File: src/rtl/coproc_pkg.sv
// coproc_pkg: shared opcode/state types and counter sizing for the GCD/LCM coprocessor
package coproc_pkg;
    typedef enum logic {OP_GCD = 1'b0, OP_LCM = 1'b1} op_e;
    typedef enum logic [2:0] {IDLE, GCD_SHIFT, GCD_RUN, DIV, MUL, DONE} state_e;
    localparam int DEF_WIDTH = 32;
    localparam int K_W = $clog2(DEF_WIDTH) + 1;
    function automatic int kw(input int w);
        return $clog2(w) + 1;
    endfunction
endpackage

File: src/rtl/gcd_lcm_coproc_if.sv
// gcd_lcm_coproc_if: request/response handshake between CPU controller (master) and coprocessor (slave)
interface gcd_lcm_coproc_if #(parameter int WIDTH = 32);
    import coproc_pkg::*;
    logic             req_valid;
    logic             req_ready;
    op_e              req_op;
    logic [WIDTH-1:0] req_a;
    logic [WIDTH-1:0] req_b;
    logic             rsp_valid;
    logic             rsp_ready;
    logic [WIDTH-1:0] rsp_result;
    logic             rsp_err;
    logic             busy;
    modport master (output req_valid, req_op, req_a, req_b, rsp_ready,
                    input  req_ready, rsp_valid, rsp_result, rsp_err, busy);
    modport slave  (input  req_valid, req_op, req_a, req_b, rsp_ready,
                    output req_ready, rsp_valid, rsp_result, rsp_err, busy);
endinterface

File: src/rtl/coproc_divu.sv
// coproc_divu: restoring shift-subtract unsigned divider, fixed WIDTH-cycle latency after start.
// done is high during the last iteration cycle; quotient is final on the following cycle.
module coproc_divu #(parameter int WIDTH = 32) (
    input  logic             clk,
    input  logic             reset_n,
    input  logic             start,
    input  logic [WIDTH-1:0] dividend,
    input  logic [WIDTH-1:0] divisor,
    output logic             done,
    output logic [WIDTH-1:0] quotient
);
    localparam int CW = $clog2(WIDTH + 1);
    logic [CW-1:0]    cnt;
    logic [WIDTH-1:0] rem;
    logic [WIDTH:0]   rs, df;
    logic             ge;
    always_comb begin
        rs = {rem, quotient[WIDTH-1]};
        df = rs - {1'b0, divisor};
        ge = rs >= {1'b0, divisor};
    end
    assign done = cnt == CW'(1);
    always_ff @(posedge clk or negedge reset_n) begin
        if (!reset_n) begin
            cnt      <= '0;
            rem      <= '0;
            quotient <= '0;
        end else if (start) begin
            cnt      <= CW'(WIDTH);
            rem      <= '0;
            quotient <= dividend;
        end else if (cnt != '0) begin
            cnt      <= cnt - 1'b1;
            rem      <= ge ? df[WIDTH-1:0] : rs[WIDTH-1:0];
            quotient <= {quotient[WIDTH-2:0], ge};
        end
    end
endmodule

File: src/rtl/gcd_lcm_coproc.sv
// gcd_lcm_coproc: iterative binary-GCD / LCM responder on a valid/ready command interface.
// Define COPROC_LCM_EN to build the divider and multiplier; otherwise LCM requests return err.
module gcd_lcm_coproc
    import coproc_pkg::*;
#(parameter int WIDTH = 32) (
    input logic             clk,
    input logic             reset_n,
    gcd_lcm_coproc_if.slave bus
);
    localparam int KW = kw(WIDTH);
    state_e           state, state_n;
    logic [WIDTH-1:0] a, a_n, b, b_n, res, res_n, g;
    logic [KW-1:0]    k, k_n;
    logic             err, err_n;
`ifdef COPROC_LCM_EN
    op_e                op, op_n;
    logic [WIDTH-1:0]   ao, ao_n, bo, bo_n, div_q;
    logic [2*WIDTH-1:0] acc, acc_n, prod;
    logic [KW-1:0]      mc, mc_n;
    logic               div_start, div_done;
    coproc_divu #(.WIDTH(WIDTH)) u_divu (
        .clk      (clk),
        .reset_n  (reset_n),
        .start    (div_start),
        .dividend (ao),
        .divisor  (g),
        .done     (div_done),
        .quotient (div_q)
    );
    // one partial product per cycle, quotient bit mc selects B shifted into place
    assign prod = acc + (div_q[mc[KW-2:0]] ? ({{WIDTH{1'b0}}, bo} << mc) : '0);
`endif
    assign g              = a << k;
    assign bus.req_ready  = state == IDLE;
    assign bus.busy       = state != IDLE;
    assign bus.rsp_valid  = state == DONE;
    assign bus.rsp_result = res;
    assign bus.rsp_err    = err;
    always_comb begin
        state_n = state;
        a_n     = a;
        b_n     = b;
        k_n     = k;
        res_n   = res;
        err_n   = err;
`ifdef COPROC_LCM_EN
        op_n      = op;
        ao_n      = ao;
        bo_n      = bo;
        acc_n     = acc;
        mc_n      = mc;
        div_start = 1'b0;
`endif
        case (state)
            IDLE: if (bus.req_valid) begin
                a_n   = bus.req_a;
                b_n   = bus.req_b;
                k_n   = '0;
`ifdef COPROC_LCM_EN
                op_n    = bus.req_op;
                ao_n    = bus.req_a;
                bo_n    = bus.req_b;
                acc_n   = '0;
                mc_n    = '0;
                err_n   = 1'b0;
                res_n   = bus.req_op == OP_LCM ? '0 : bus.req_a | bus.req_b;
                state_n = (bus.req_a == '0 || bus.req_b == '0) ? DONE : GCD_SHIFT;
`else
                err_n   = bus.req_op == OP_LCM;
                res_n   = err_n ? '0 : bus.req_a | bus.req_b;
                state_n = (err_n || bus.req_a == '0 || bus.req_b == '0) ? DONE : GCD_SHIFT;
`endif
            end
            GCD_SHIFT: if (a[0] | b[0]) state_n = GCD_RUN;
            else begin
                a_n = a >> 1;
                b_n = b >> 1;
                k_n = k + 1'b1;
            end
            GCD_RUN: if (a == b) begin
                res_n   = g;
                state_n = DONE;
`ifdef COPROC_LCM_EN
                if (op == OP_LCM) begin
                    state_n   = DIV;
                    div_start = 1'b1;
                end
`endif
            end else if (!a[0]) a_n = a >> 1;
            else if (!b[0]) b_n = b >> 1;
            else if (a > b) a_n = a - b;
            else b_n = b - a;
`ifdef COPROC_LCM_EN
            DIV: state_n = div_done ? MUL : DIV;
            MUL: begin
                acc_n = prod;
                mc_n  = mc + 1'b1;
                if (mc == KW'(WIDTH - 1)) begin
                    state_n = DONE;
                    res_n   = prod[WIDTH-1:0];
                    err_n   = |prod[2*WIDTH-1:WIDTH];
                end
            end
`endif
            DONE: state_n = bus.rsp_ready ? IDLE : DONE;
            default: state_n = IDLE;
        endcase
    end
    always_ff @(posedge clk or negedge reset_n) begin
        if (!reset_n) begin
            state <= IDLE;
            a     <= '0;
            b     <= '0;
            k     <= '0;
            res   <= '0;
            err   <= 1'b0;
`ifdef COPROC_LCM_EN
            op  <= OP_GCD;
            ao  <= '0;
            bo  <= '0;
            acc <= '0;
            mc  <= '0;
`endif
        end else begin
            state <= state_n;
            a     <= a_n;
            b     <= b_n;
            k     <= k_n;
            res   <= res_n;
            err   <= err_n;
`ifdef COPROC_LCM_EN
            op  <= op_n;
            ao  <= ao_n;
            bo  <= bo_n;
            acc <= acc_n;
            mc  <= mc_n;
`endif
        end
    end
endmodule

File: src/flat_wrapper.sv
// flat-port wrapper written by rule: the top's interface ports become plain ports
module gcd_lcm_coproc_flat import coproc_pkg::*;
#(parameter int WIDTH = 32)
  (clk, reset_n, bus_req_valid, bus_req_op, bus_req_a, bus_req_b, bus_rsp_ready, bus_req_ready, bus_rsp_valid, bus_rsp_result, bus_rsp_err, bus_busy);
  gcd_lcm_coproc_if #(.WIDTH(WIDTH)) bus_i ();
  input logic clk;
  input logic reset_n;
  input wire logic [$bits(bus_i.req_valid)-1:0] bus_req_valid;
  input wire logic [$bits(bus_i.req_op)-1:0] bus_req_op;
  input wire logic [$bits(bus_i.req_a)-1:0] bus_req_a;
  input wire logic [$bits(bus_i.req_b)-1:0] bus_req_b;
  input wire logic [$bits(bus_i.rsp_ready)-1:0] bus_rsp_ready;
  output wire logic [$bits(bus_i.req_ready)-1:0] bus_req_ready;
  output wire logic [$bits(bus_i.rsp_valid)-1:0] bus_rsp_valid;
  output wire logic [$bits(bus_i.rsp_result)-1:0] bus_rsp_result;
  output wire logic [$bits(bus_i.rsp_err)-1:0] bus_rsp_err;
  output wire logic [$bits(bus_i.busy)-1:0] bus_busy;
  assign bus_i.req_valid = bus_req_valid;
  assign bus_i.req_op = bus_req_op;
  assign bus_i.req_a = bus_req_a;
  assign bus_i.req_b = bus_req_b;
  assign bus_i.rsp_ready = bus_rsp_ready;
  assign bus_req_ready = bus_i.req_ready;
  assign bus_rsp_valid = bus_i.rsp_valid;
  assign bus_rsp_result = bus_i.rsp_result;
  assign bus_rsp_err = bus_i.rsp_err;
  assign bus_busy = bus_i.busy;
  gcd_lcm_coproc #(.WIDTH(WIDTH)) u_core (.clk(clk), .reset_n(reset_n), .bus(bus_i));
endmodule
File: config.mk
export PLATFORM = sky130hd
export DESIGN_NAME = gcd_lcm_coproc_flat
export DESIGN_NICKNAME = d
export VERILOG_FILES = /design/src/rtl/coproc_pkg.sv /design/src/rtl/gcd_lcm_coproc_if.sv /design/src/rtl/coproc_divu.sv /design/src/rtl/gcd_lcm_coproc.sv /design/src/flat_wrapper.sv
export SDC_FILE = /design/constraint.sdc
export NUM_CORES = 1
export LEC_CHECK = 0
export ABC_AREA = 1
export CORE_ASPECT_RATIO = 0.9
export CORE_MARGIN = 2
export CORE_UTILIZATION = 30
export CTS_CLUSTER_DIAMETER = 50
export DETAILED_ROUTE_END_ITERATION = 6
export PLACE_DENSITY = 0.51
export SLEW_MARGIN = 20
export SYNTH_ARGS = -nofsm -noshare
export SYNTH_HDL_FRONTEND = slang
export SYNTH_SLANG_ARGS = --single-unit
export TNS_END_PERCENT = 10
File: constraint.sdc
create_clock -name clk -period 2.9 [get_ports clk]
set_clock_uncertainty 0.05 [all_clocks]
set_input_delay 0.435 -clock clk [delete_from_list [all_inputs] [get_ports clk]]
set_output_delay 0.435 -clock clk [all_outputs]
set_load 0.03 [all_outputs]
==> results of run 1 <==
==> worst max-delay path, delay by kind of cell (launching register included) <==
family,cells,cell delay (ps)
xor+xnor,1,340
compound gates,2,230
simple gates,5,660
buf+inv,3,340
flops,1,410
fa+ha+maj,2,580
==> final cells by class <==
| class | count | area share [%] |
|---|---|---|
| well taps | 532 | 4.65 |
| multi-input cells | 1534 | 54.2 |
| repair buffers | 191 | 12.6 |
| flip-flops and latches | 106 | 18.5 |
| inverters | 300 | 7.88 |
| diodes | 1 | 0.0175 |
| clock inverters | 6 | 0.506 |
| clock buffers | 10 | 1.67 |
==> cells by family (layout without fill, tap and decap cells) <==
family / after synthesis / count (layout) / share of synthesized area (%)
muxes: 15 / 15 / 1.26
and+or+nand+nor: 984 / 984 / 33.8
buffers and inverters: 374 / 507 / 12.6
adders and majority gates: 67 / 67 / 7.18
xor gates and xnor gates: 34 / 34 / 2.51
other: 0 / 1 / 0
DFF: 106 / 106 / 22.3
AOI/OAI and AO/OA: 434 / 434 / 20.3
==> synth_stat cells (2+ instances only) <==
library cell	count	share of area, %
dfrtp_1	106	22
inv_2	8	0.25
a21oi_2	12	0.88
nand3_1	73	3.1
and2_1	4	0.21
buf_6	5	0.47
nor4_1	7	0.37
ha_1	65	6.8
or2_2	7	0.37
fa_1	2	0.34
a21oi_1	140	5.9
nand2_2	18	0.95
o22ai_1	35	1.8
buf_2	16	0.67
nand4_1	25	1.3
nor3_1	6	0.25
o22a_1	4	0.29
clkinv_1	6	0.19
clkbuf_1	39	1.2
o211a_1	2	0.17
o21ai_1	22	0.93
mux2i_1	15	1.3
xnor2_1	4	0.29
o21bai_1	9	0.57
inv_1	286	9.0
xor2_1	30	2.2
a31oi_1	12	0.63
o211ai_1	23	1.5
a21o_1	4	0.25
nor2_4	6	0.57
nor2_1	197	6.2
buf_1	6	0.19
buf_4	8	0.51
o21ai_0	166	7.0
nand2_1	636	20
==> how the worst min path moves through the flow <==
stage / end / slack, ps / from
2_1_floorplan: u_core.a[0] / 90 / reset_n
3_3_place_gp: u_core.bus.rsp_result[0] / 410 / u_core.bus.rsp_result[0]
3_5_place_dp: u_core.bus.rsp_result[31] / 420 / u_core.bus.rsp_result[31]
4_1_cts: u_core.b[6] / 110 / reset_n
5_1_grt: u_core.b[6] / 100 / reset_n
6_report: u_core.b[6] / 50 / reset_n
==> through the flow <==
stage	instances	setup TNS [ps]	setup WS, ps	cell area [um2]	hold slack [ps]
2_1_floorplan	2014	0	326	11900	89.4
3_3_place_gp	2663	0	115	14000	413
3_5_place_dp	2663	0	89.8	14000	416
4_1_cts	2679	0	71.6	14300	112
5_1_grt	2679	-28.6	-21.3	14300	96.9
6_report	2680	0	165	14300	48.4
==> state kept, by name, indices dropped and copies added (netlist names) <==
| signal | cells |
|---|---|
| u_core.a | 32 |
| u_core.bus.rsp_result | 32 |
| u_core.bus.rsp_err | 1 |
| u_core.k | 6 |
| u_core.b | 32 |
| u_core.state | 3 |
==> routing by layer <==
metal  track usage, %  vias to the layer above  wire [um]
met5                0                        -          0
met3             4.43                       54       3500
li1                 -                     6707          -
met4             6.57                        0       1220
met1             36.7                     6339      25300
met2             41.4                      495      23900
==> results.cfg, run 1 <==
[yosys]
ys_async_sr_fraction_pct = 100
synthCells = 2014
synth.distinct_cells = 45
ys_warn_count = 0
syn-num-nets = 2150
seq_area_frac_synth_pct = 22.3
synth_edf_count = 0
ys_ff_latch = 106
synthFlopType = dfrtp_1
syn_area_per_cell_um2 = 5.90
synth_area_um2 = 11900

[cts]
cts_resized = 0
clock-root-buffer = clkbuf_16
clk_pin_slew_ps = 90
holdBufCountCts = 0
post_cts_buffers = 0
numClockSinks = 106
h-tree-depth = 3
cts_buffers = 9
cts.path.max_buffers = 2
clkLatencyLatePin_ps = 390
cts_tree = built

[layout]
seq_area_um2 = 2650
final_cell_mix = 636 x nand2_1, 286 x inv_1, 196 x nor2_1, 159 x o21ai_0, 140 x a21oi_1
layout.nets = 2278
fill_cells = 4463
drive_gt1_share_pct = 7.82
multi_input_area_um2 = 7760
final_common_cell = nand2_1
syn_to_final_growth_pct = 20.6
fin_util_pct = 36.5

[worst_setup_path]
cp_common_cell = nand2_1
path_class = reg -> reg
crit_path_start = u_core.a[0]
endpoint = u_core.a[14]
slowest_stage = dfrtp_1
cp_data_arrival_time_ps = 2970
crit_path_end_kind = flip-flop
critical_path_required_ps = 3130
cp-start-kind = flip-flop
crit_fanout = 3
path_cells = inv_1, ha_1, inv_1, fa_1, buf_4, nand2_1, nand3_1, nand2_1, nand2_1, xor2_1, nor2_1, o21ai_0, o21ai_1
r2r_start = u_core.a[0]
cpPeakStageDelay_ps = 410
regToRegEndpoint = u_core.a[14]
r2r_cells = 13
rrSetupSlack_ps = 160

[timing]
period_share_pct = 94.3
finalMaxSlewViolations = 0
rsz0062_at_grt = true
hold_viol = 0
max_freq_mhz = 366
fin_crit_ps = 2740
worstMarginPinSlew_ps = 817
setup_viol = 0
maxSlewHeadroom_pct = 44.9

[grt]
grt_pass1_vias = 12900
grt_max_degree = 107
grt_pass1_wl_um = 79700
grt_overflow = 0
track_usage_pct = 26.2
grt_antenna_before_repair = 1

[floorplanning]
fp.dieW_um = 214
fp.dieH_um = 193
ios = 105
coreArea_um2 = 39300
start_util_pct = 30.2
dieArea_um2 = 41200
row_count = 69

[hold_path]
hold_class = in -> async

[place]
portBuffers = 104
gp_congestion = 0.956
dpl.hpwl_um = 44300

[flow_run]
maxCapViolCount = 0

[routing]
drtAntennaViolNets = 0
dr.first_iter.drc_count = 1252
routed_wl_um = 53900
routed_via_density = 5.07
drt_pass1_iterations = 6
num_vias = 13600
wl_per_cell_um = 20.1
drc = 0

[outcome]
status = finished, final reports clean
Power of run 1 is left out: the tool's default activity adds up to more than one toggle a clock period on the data nets, which glitch-free logic cannot reach.
==> run 2: changes to the inputs <==
- REMOVE_ABC_BUFFERS: not set -> 1
==> run 2 against run 1 <==
Net effect:
- first-iteration DRC count shrank 6.5%
- register-to-register slack is essentially flat
- maximum frequency grew 0.28%
- final cell count is essentially flat
- sequential share of layout area shrank 0.089 points
- wire length grew 1.2%
- sequential cell count is the same
- critical path type unchanged
==> results.cfg, run 2 (synthesized netlist as in run 1, its figures left out) <==
[outcome]
status = finished, final reports clean

[timing]
max_freq_mhz = 367
period_share_pct = 94.1
worstMarginPinSlew_ps = 609
rsz0062_at_grt = true
maxSlewHeadroom_pct = 59.4
hold_viol = 0
setup_viol = 0
fin_crit_ps = 2730
finalMaxSlewViolations = 0
timing.hold.ws_ps = 437

[floorplanning]
fp.dieH_um = 193
start_util_pct = 30.2
coreArea_um2 = 39300
ios = 105
row_count = 69
dieArea_um2 = 41200
fp.dieW_um = 214

[worst_setup_path]
crit_path_end_kind = flip-flop
rrSetupSlack_ps = 170
path_class = reg -> reg
slowest_stage = dfrtp_1
cpLargestDelayFamily = simple AND/OR/NAND/NOR gates
r2r_start = u_core.b[1]
cp_num_buf_inv = 2
path_cells = inv_1, ha_1, nand2_1, o21ai_2, buf_4, nand2_1, nand2_1, nand2_1, nand2_1, nand2_1, nand3_1, nand2_1, o21ai_0, nand2_1, nand2_1
crit_path_start = u_core.b[1]
regToRegEndpoint = u_core.a[29]
cp-start-kind = flip-flop
cp_common_cell = nand2_1
r2r_cells = 15
critical_path_required_ps = 3190
crit_fanout = 4
cp_data_arrival_time_ps = 3020
cpPeakStageDelay_ps = 450

[cts]
clock-root-buffer = clkbuf_16
h-tree-depth = 3
cts_buffers = 9
clk_pin_slew_ps = 90
clkLatencyLatePin_ps = 390
cts_tree = built
numClockSinks = 106
cts.path.max_buffers = 2

[routing]
num_vias = 13600
drc = 0
wl_per_cell_um = 20.3
routed_via_density = 5.09
drt_pass1_iterations = 5
routed_wl_um = 54500
drtAntennaViolNets = 0
dr.first_iter.drc_count = 1170

[place]
portBuffers = 104
dpl.hpwl_um = 45200
gp_congestion = 0.953
placed_cells = 2663

[grt]
grt_overflow = 0
grt_pass1_vias = 13300
grt_antenna_before_repair = 1
track_usage_pct = 26.8
grt_pass1_wl_um = 80900
grt_max_degree = 47

[hold_path]
min_to = u_core.bus.rsp_result[12]
hold_path_startpoint = u_core.bus.rsp_result[12]
hold_class = reg -> reg
hold_depth = 2

[layout]
drive_gt1_share_pct = 8.10
seq_area_um2 = 2650
layout.nets = 2279
final_cell_mix = 633 x nand2_1, 285 x inv_1, 195 x nor2_1, 163 x o21ai_0, 139 x a21oi_1
final_common_cell = nand2_1
multi_input_area_um2 = 7820
syn_to_final_growth_pct = 21.2
fill_cells = 4421
stdcell_count = 2681
fin_util_pct = 36.6

[flow_run]
maxCapViolCount = 0
run 2: cell count changes in the layout (fill, tap and decap cells not counted), sizes merged:
cell and change:
clkbuf -1, clkinv +1, clkinvlp -1, dlygate4sd3 +1, bufinv +1
run 2: worst max path at each step:
stage                        end  cells past startpoint
floorplan           u_core.a[10]                     12
global placement    u_core.a[29]                     15
detailed placement  u_core.a[29]                     15
CTS                 u_core.b[17]                     15
global route        u_core.a[17]                     13
finish              u_core.a[29]                     15
run 2: worst min-delay path: stages (launching register included):
cell and delay (ps):
dfrtp_1 350, nand2_1 50, nand2_1 50
run 2: routing by layer:
layer  part of all wire, %  vias to the layer above  track usage (%)  wire (um)
met3                   6.4                       69             4.44       3470
met1                    47                     6414             37.5      25800
met2                    43                      465             41.8      23600
met4                   3.0                        0             8.31       1620
li1                      -                     6692                -          -
met5                     0                        -                0          0
run 2: final cells by class:
type / count / share of cell area [%]
diodes: 1 / 0.0174
clock buffers: 9 / 1.56
clock inverters: 7 / 0.756
inverters: 300 / 7.84
multi-input cells: 1534 / 54.3
flip-flops and latches: 106 / 18.4
well taps: 532 / 4.63
repair buffers: 192 / 12.5
run 2: per-stage QoR:
stage / TNS (ps) / instance area (um2) / worst slack [ps]
final: 0 / 14400 / 172
after global routing: -64.5 / 14400 / -25.2
after CTS: 0 / 14300 / 7.70
after detailed placement: 0 / 14000 / 5.99
after global placement: -66.4 / 14000 / -66.4
after floorplan: -62820 / 11500 / -1060
run 2: timing repair:
| action | 4_1_cts | 5_1_grt |
|---|---|---|
| gates resized for setup | 2 | 23 |
| endpoints found under the setup margin | 5 | 70 |
| endpoints found under the hold margin | 22 | 0 |
| hold buffers | 1 | 0 |
| setup buffers | 0 | 0 |
| pin swaps | 0 | 1 |
Power of run 2 is left out for the same reason.
==> run 3: changes to the inputs <==
- CORE_MARGIN: 2 -> 3
==> run 3 against run 2 <==
Net effect:
- non-clock buffer count is 5 lower
- sequential cell count stayed put
- final area is 1.2% lower
- wire length is 1.2% lower
- largest cell class unchanged
- first-iteration DRC count is 21% higher
==> results.cfg, run 3 (synthesized netlist as in run 1, its figures left out) <==
[timing]
finalMaxSlewViolations = 0
worstMarginPinSlew_ps = 658
max_freq_mhz = 363
hold_viol = 0
fin_crit_ps = 2760
timing.hold.ws_ps = 435
maxSlewHeadroom_pct = 56.1
setup_viol = 0
period_share_pct = 95.1
setup_tns_ps = 0
rsz0062_at_grt = true

[place]
dpl.hpwl_um = 44600
gp_congestion = 0.960
placed_cells = 2651
placed_area_um2 = 13900
portBuffers = 104

[worst_setup_path]
r2r_cells = 15
regToRegEndpoint = u_core.b[19]
path_class = reg -> reg
slowest_stage = dfrtp_1
rrSetupSlack_ps = 140
cp-start-kind = flip-flop
cpLargestDelayFamily = simple AND/OR/NAND/NOR gates
critical_path_required_ps = 3150
path_cells = inv_1, ha_1, nand2_2, nor2_4, nand2_1, nor2_1, nand3_1, nand2_1, inv_2, nand2_2, inv_2, nand2_2, buf_4, nor2_1, a21oi_1
crit_fanout = 17
cp_num_buf_inv = 4
cpPeakStageDelay_ps = 450
cp_data_arrival_time_ps = 3010
cp_common_cell = nand2_2
r2r_start = u_core.b[12]
crit_path_end_kind = flip-flop

[routing]
routed_wl_um = 53900
drc = 0
drt_pass1_iterations = 6
routed_via_density = 5.12
dr.first_iter.drc_count = 1414
wl_per_cell_um = 20.2
num_vias = 13700
drtAntennaViolNets = 0

[layout]
postLayoutCellArea_um2 = 14200
diodes = 0
stdcell_count = 2668
drive_gt1_share_pct = 7.56
fill_cells = 4394
final_common_cell = nand2_1
multi_input_area_um2 = 7760
seq_area_um2 = 2650
final_cell_mix = 635 x nand2_1, 286 x inv_1, 196 x nor2_1, 163 x o21ai_0, 140 x a21oi_1
syn_to_final_growth_pct = 19.7
layout.nets = 2274

[cts]
cts_tree = built
h-tree-depth = 3
post_cts_buffers = 0
cts_buffers = 9
clock-root-buffer = clkbuf_16
numClockSinks = 106
clkLatencyLatePin_ps = 390
cts.path.max_buffers = 2
clk_pin_slew_ps = 90

[hold_path]
hold_depth = 2
min_to = u_core.bus.rsp_err
hold_path_startpoint = u_core.bus.rsp_err
hold_class = reg -> reg

[grt]
grt_antenna_before_repair = 0
grt_pass1_vias = 13100
track_usage_pct = 25.4
grt_max_degree = 47
grt_pass1_wl_um = 81200
grt_overflow = 0

[floorplanning]
dieArea_um2 = 42000
fp.dieW_um = 216
ios = 105
start_util_pct = 30.7
coreArea_um2 = 38700
row_count = 68
fp.dieH_um = 195

[outcome]
status = finished, final reports clean

[flow_run]
maxCapViolCount = 0
==> run 3: stage by stage <==
step / setup slack, ps / utilization [%]
3_5_place_dp: 105 / 35.9
3_3_place_gp: 102 / 35.9
2_1_floorplan: -1060 / -
6_report: 143 / 36.7
4_1_cts: 73.6 / 36.6
5_1_grt: -10.3 / 36.7
==> run 3: final cells by class <==
cell class | count | area share (%)
clock buffer | 10 | 1.68
sequential | 106 | 18.6
tap | 525 | 4.62
inverter | 300 | 7.93
clock inverter | 6 | 0.343
multi-input combinational | 1534 | 54.6
timing repair buffer | 187 | 12.2
==> run 3: repair_timing <==
item,CTS,global route
hold endpoints to repair,32,0
endpoints found under the setup margin,0,63
hold buffers,1,0
resized for setup,0,16
==> run 3: worst max-delay path by stage <==
stage	start	to	cells past startpoint
CTS	u_core.b[17]	u_core.bus.rsp_result[23]	12
global route	u_core.b[5]	u_core.a[17]	14
finish	u_core.b[12]	u_core.b[19]	15
floorplan	u_core.state[0]	u_core.a[10]	12
global placement	u_core.b[21]	u_core.bus.rsp_result[23]	12
detailed placement	u_core.b[17]	u_core.bus.rsp_result[23]	12
==> run 3: layer usage <==
metal,vias to the layer above,wire [um],track usage [%],share of wire [%]
li1,6691,-,-,-
met1,6365,25200,36.3,47
met2,544,23100,38.9,43
met3,62,4150,5.10,7.7
met4,0,1490,6.71,2.8
met5,-,0,0,0
==> run 3: worst reg2reg max path, delay by kind of cell (launching register included) <==
kind | cells | cell delay, ps
AOI/OAI and AO/OA | 1 | 150
adders and majority gates | 1 | 400
buffers and inverters | 4 | 470
DFF | 1 | 450
and+or+nand+nor | 9 | 1180
Power of run 3 is left out for the same reason.
==> patch: new RTL, flow settings as in run 1 <==
Encoding of `state_e`: now Gray code (3 bits for 6 states).
--- a/src/rtl/coproc_pkg.sv
+++ b/src/rtl/coproc_pkg.sv
@@ -1,7 +1,7 @@
 // coproc_pkg: shared opcode/state types and counter sizing for the GCD/LCM coprocessor
 package coproc_pkg;
     typedef enum logic {OP_GCD = 1'b0, OP_LCM = 1'b1} op_e;
-    typedef enum logic [2:0] {IDLE, GCD_SHIFT, GCD_RUN, DIV, MUL, DONE} state_e;
+    typedef enum logic [2:0] {IDLE = 3'b000, GCD_SHIFT = 3'b001, GCD_RUN = 3'b011, DIV = 3'b010, MUL = 3'b110, DONE = 3'b111} state_e;
     localparam int DEF_WIDTH = 32;
     localparam int K_W = $clog2(DEF_WIDTH) + 1;
     function automatic int kw(input int w);
Function: no difference found for any inputs over 4 cycles, from zero or initial values and one cycle with reset_n low; so few cycles prove little.
==> patch against run 1 <==
  * Routed wire length rose by 2.3%
  * Count of clock-buffer cells in the layout grew 2
  * Synthesized area up 1.3%
  * Final area rose by 1.5%
  * Worst setup slack got worse by 0.022 ns
  * Core utilization up 0.32 points
  * Sequential cell count unchanged
  * Global-route usage is 0.067 points higher
Power is left out: it rests on default switching activity, and per cell area and clock period it moved more than threefold.
==> patch: results (changes against run 1) <==
----------------------------------------------------
[Critical path]
  Worst reg-to-reg path cell count ... 16 (+3)
  Start of the worst register-to-register path ... u_core.b[14]
  Critical R2R Capture ... u_core.b[6]
  Crit-path slowest cell ... sky130_fd_sc_hd__dfrtp_1
  Worst-path maximum fanout ... 12 (+9)
  Setup slack of the most critical reg-to-reg path ... 0.14 ns (-0.02 ns)
  Largest stage delay on the critical path ... approximately 0.42 ns
  Cell family with most CP delay ... simple AND/OR/NAND/NOR gates
  Arrival time reported for the critical path endpoint ... 2.99 ns (+0.02 ns)

[Placed design]
  Hpwl dp ... 45,930 um (+3.7%)
  Number of buffers inserted by port buffering ... 104 (unchanged)
  Last weighted congestion value of the routability-driven placer ... 0.9771 (+2.2%)
  Cell Area, Placed ... 0.01416 mm2 (+1.3%)

[Finish]
  Number of diodes added for antenna fixing ... 0 (-1)
  Layout cell share with drive strength beyond 1 ... 10.34% (+2.5 points)
  Final net count ... 2,298 (+0.88%)

[Min path]
  Hold_sp ... u_core.bus.rsp_result[14]
  Hold EP ... u_core.bus.rsp_result[14]
  Path type of the worst min-delay path ... register to register
  Hold depth ... 2

[Clocking]
  Number of buffers created by CTS ... 9 (unchanged)
  Longest Clk Path Bufs ... 2 (unchanged)
  Root buffer selected by CTS ... sky130_fd_sc_hd__clkbuf_16
  Clk_lat worst skew ... 0.39 ns (about the same)
  Deepest level of the CTS H-tree ... 3 (unchanged)
  CTS clock-pin slew for the worst setup and hold paths ... about 0.080 ns

[Global route]
  Pin count of the biggest net entering global routing ... 63 (-41%)
  Antenna violations before repair ... 0 (-1)
  Total global-route track usage ... 26.22% (+0.067 points)
  Wire length of the first global-routing pass ... 82,660 um (+3.8%)
  Number of global-route vias before repair ... 13,360 (+3.8%)

[Synthesis]
  Number of library cell types mapped by synthesis ... 50 (+11%)
  Number of warnings printed during yosys synthesis ... 0 (unchanged)
  Largest cells by area after synthesis ... sky130_fd_sc_hd__dfrtp_1 22%, sky130_fd_sc_hd__nand2_1 22%, sky130_fd_sc_hd__o21ai_0 7.6%
  Post-synthesis sequential area ratio ... 22.04% (-0.29 points)
  Async set-or-reset flop fraction in the synthesized netlist ... 100.0% (unchanged)
  Synthesized net count ... 2,163 (+0.60%)
  Most frequent cells after synthesis ... 701 x sky130_fd_sc_hd__nand2_1, 238 x sky130_fd_sc_hd__inv_1, 185 x sky130_fd_sc_hd__nor2_1, 183 x sky130_fd_sc_hd__o21ai_0, 106 x sky130_fd_sc_hd__dfrtp_1

[Routing]
  DRT Wirelength ... 55,100 um (+2.3%)
  Total via count after detailed routing ... 13,930 (+2.5%)
  Initial detailed-routing violation count ... 1,243 (-0.72%)
  Router iterations before antenna repair ... 6 (unchanged)

[Run status]
  Result of the run ... complete, no violations

[STA]
  Worst hold margin ... 0.4407 ns (+0.3923 ns)
  Max-slew headroom at the worst pin ... 51.16% (+6.2 points)
  Setup TNS after final layout ... 0 ns (unchanged)

----------------------------------------------------
patch: logic make-up (layout without fill, tap and decap cells):
group / count (synthesis) / in the layout / share of synthesized area (%)
xor+xnor: 31 / 31 / 2.256
flops: 106 / 106 / 22.04
mux: 11 / 11 / 0.9149
compound gates: 400 / 400 / 18.99
buf+inv: 341 / 481 / 11.75
simple gates: 1071 / 1071 / 36.96
fa+ha+maj: 67 / 67 / 7.090
patch: worst max path at each step:
stage,start,to,cells after the start
after floorplan,u_core.b[0],u_core.b[28],19
after global placement,u_core.b[8],u_core.a[25],15
after detailed placement,u_core.b[3],u_core.a[25],15
after CTS,u_core.b[3],u_core.a[25],15
after global routing,u_core.a[0],u_core.b[26],18
final,u_core.b[14],u_core.b[6],16
patch: area by class of cell:
class                   instances  area (um2)
clock buffers                  12       246.5
clock inverters                 4       51.30
repair buffers                213        1947
well taps                     532       665.6
inverters                     252       950.9
fillers                      4459       24990
flip-flops and latches        106        2654
multi-input cells            1580        8034
patch: metrics by stage:
stage	std cells	setup slack, ns
2_1_floorplan	2027	0.2247
3_3_place_gp	2680	0.02609
3_5_place_dp	2680	-0.01095
4_1_cts	2697	0.03860
5_1_grt	2699	-0.04120
6_report	2699	0.1432
patch: layer usage:
metal	GRT usage [%]	wire length, um	up-vias
met1	35.46	24860	6526
met5	0	0	-
li1	-	-	6759
met3	5.882	4142	84
met2	41.22	24260	563
met4	8.736	1829	0
patch: repair_timing:
item,CTS,global route
resized for setup,2,17
buffers inserted,0,2
endpoints found under the hold margin,5,0
hold buffers,1,0
setup endpoints to repair,2,58
cloned,0,0
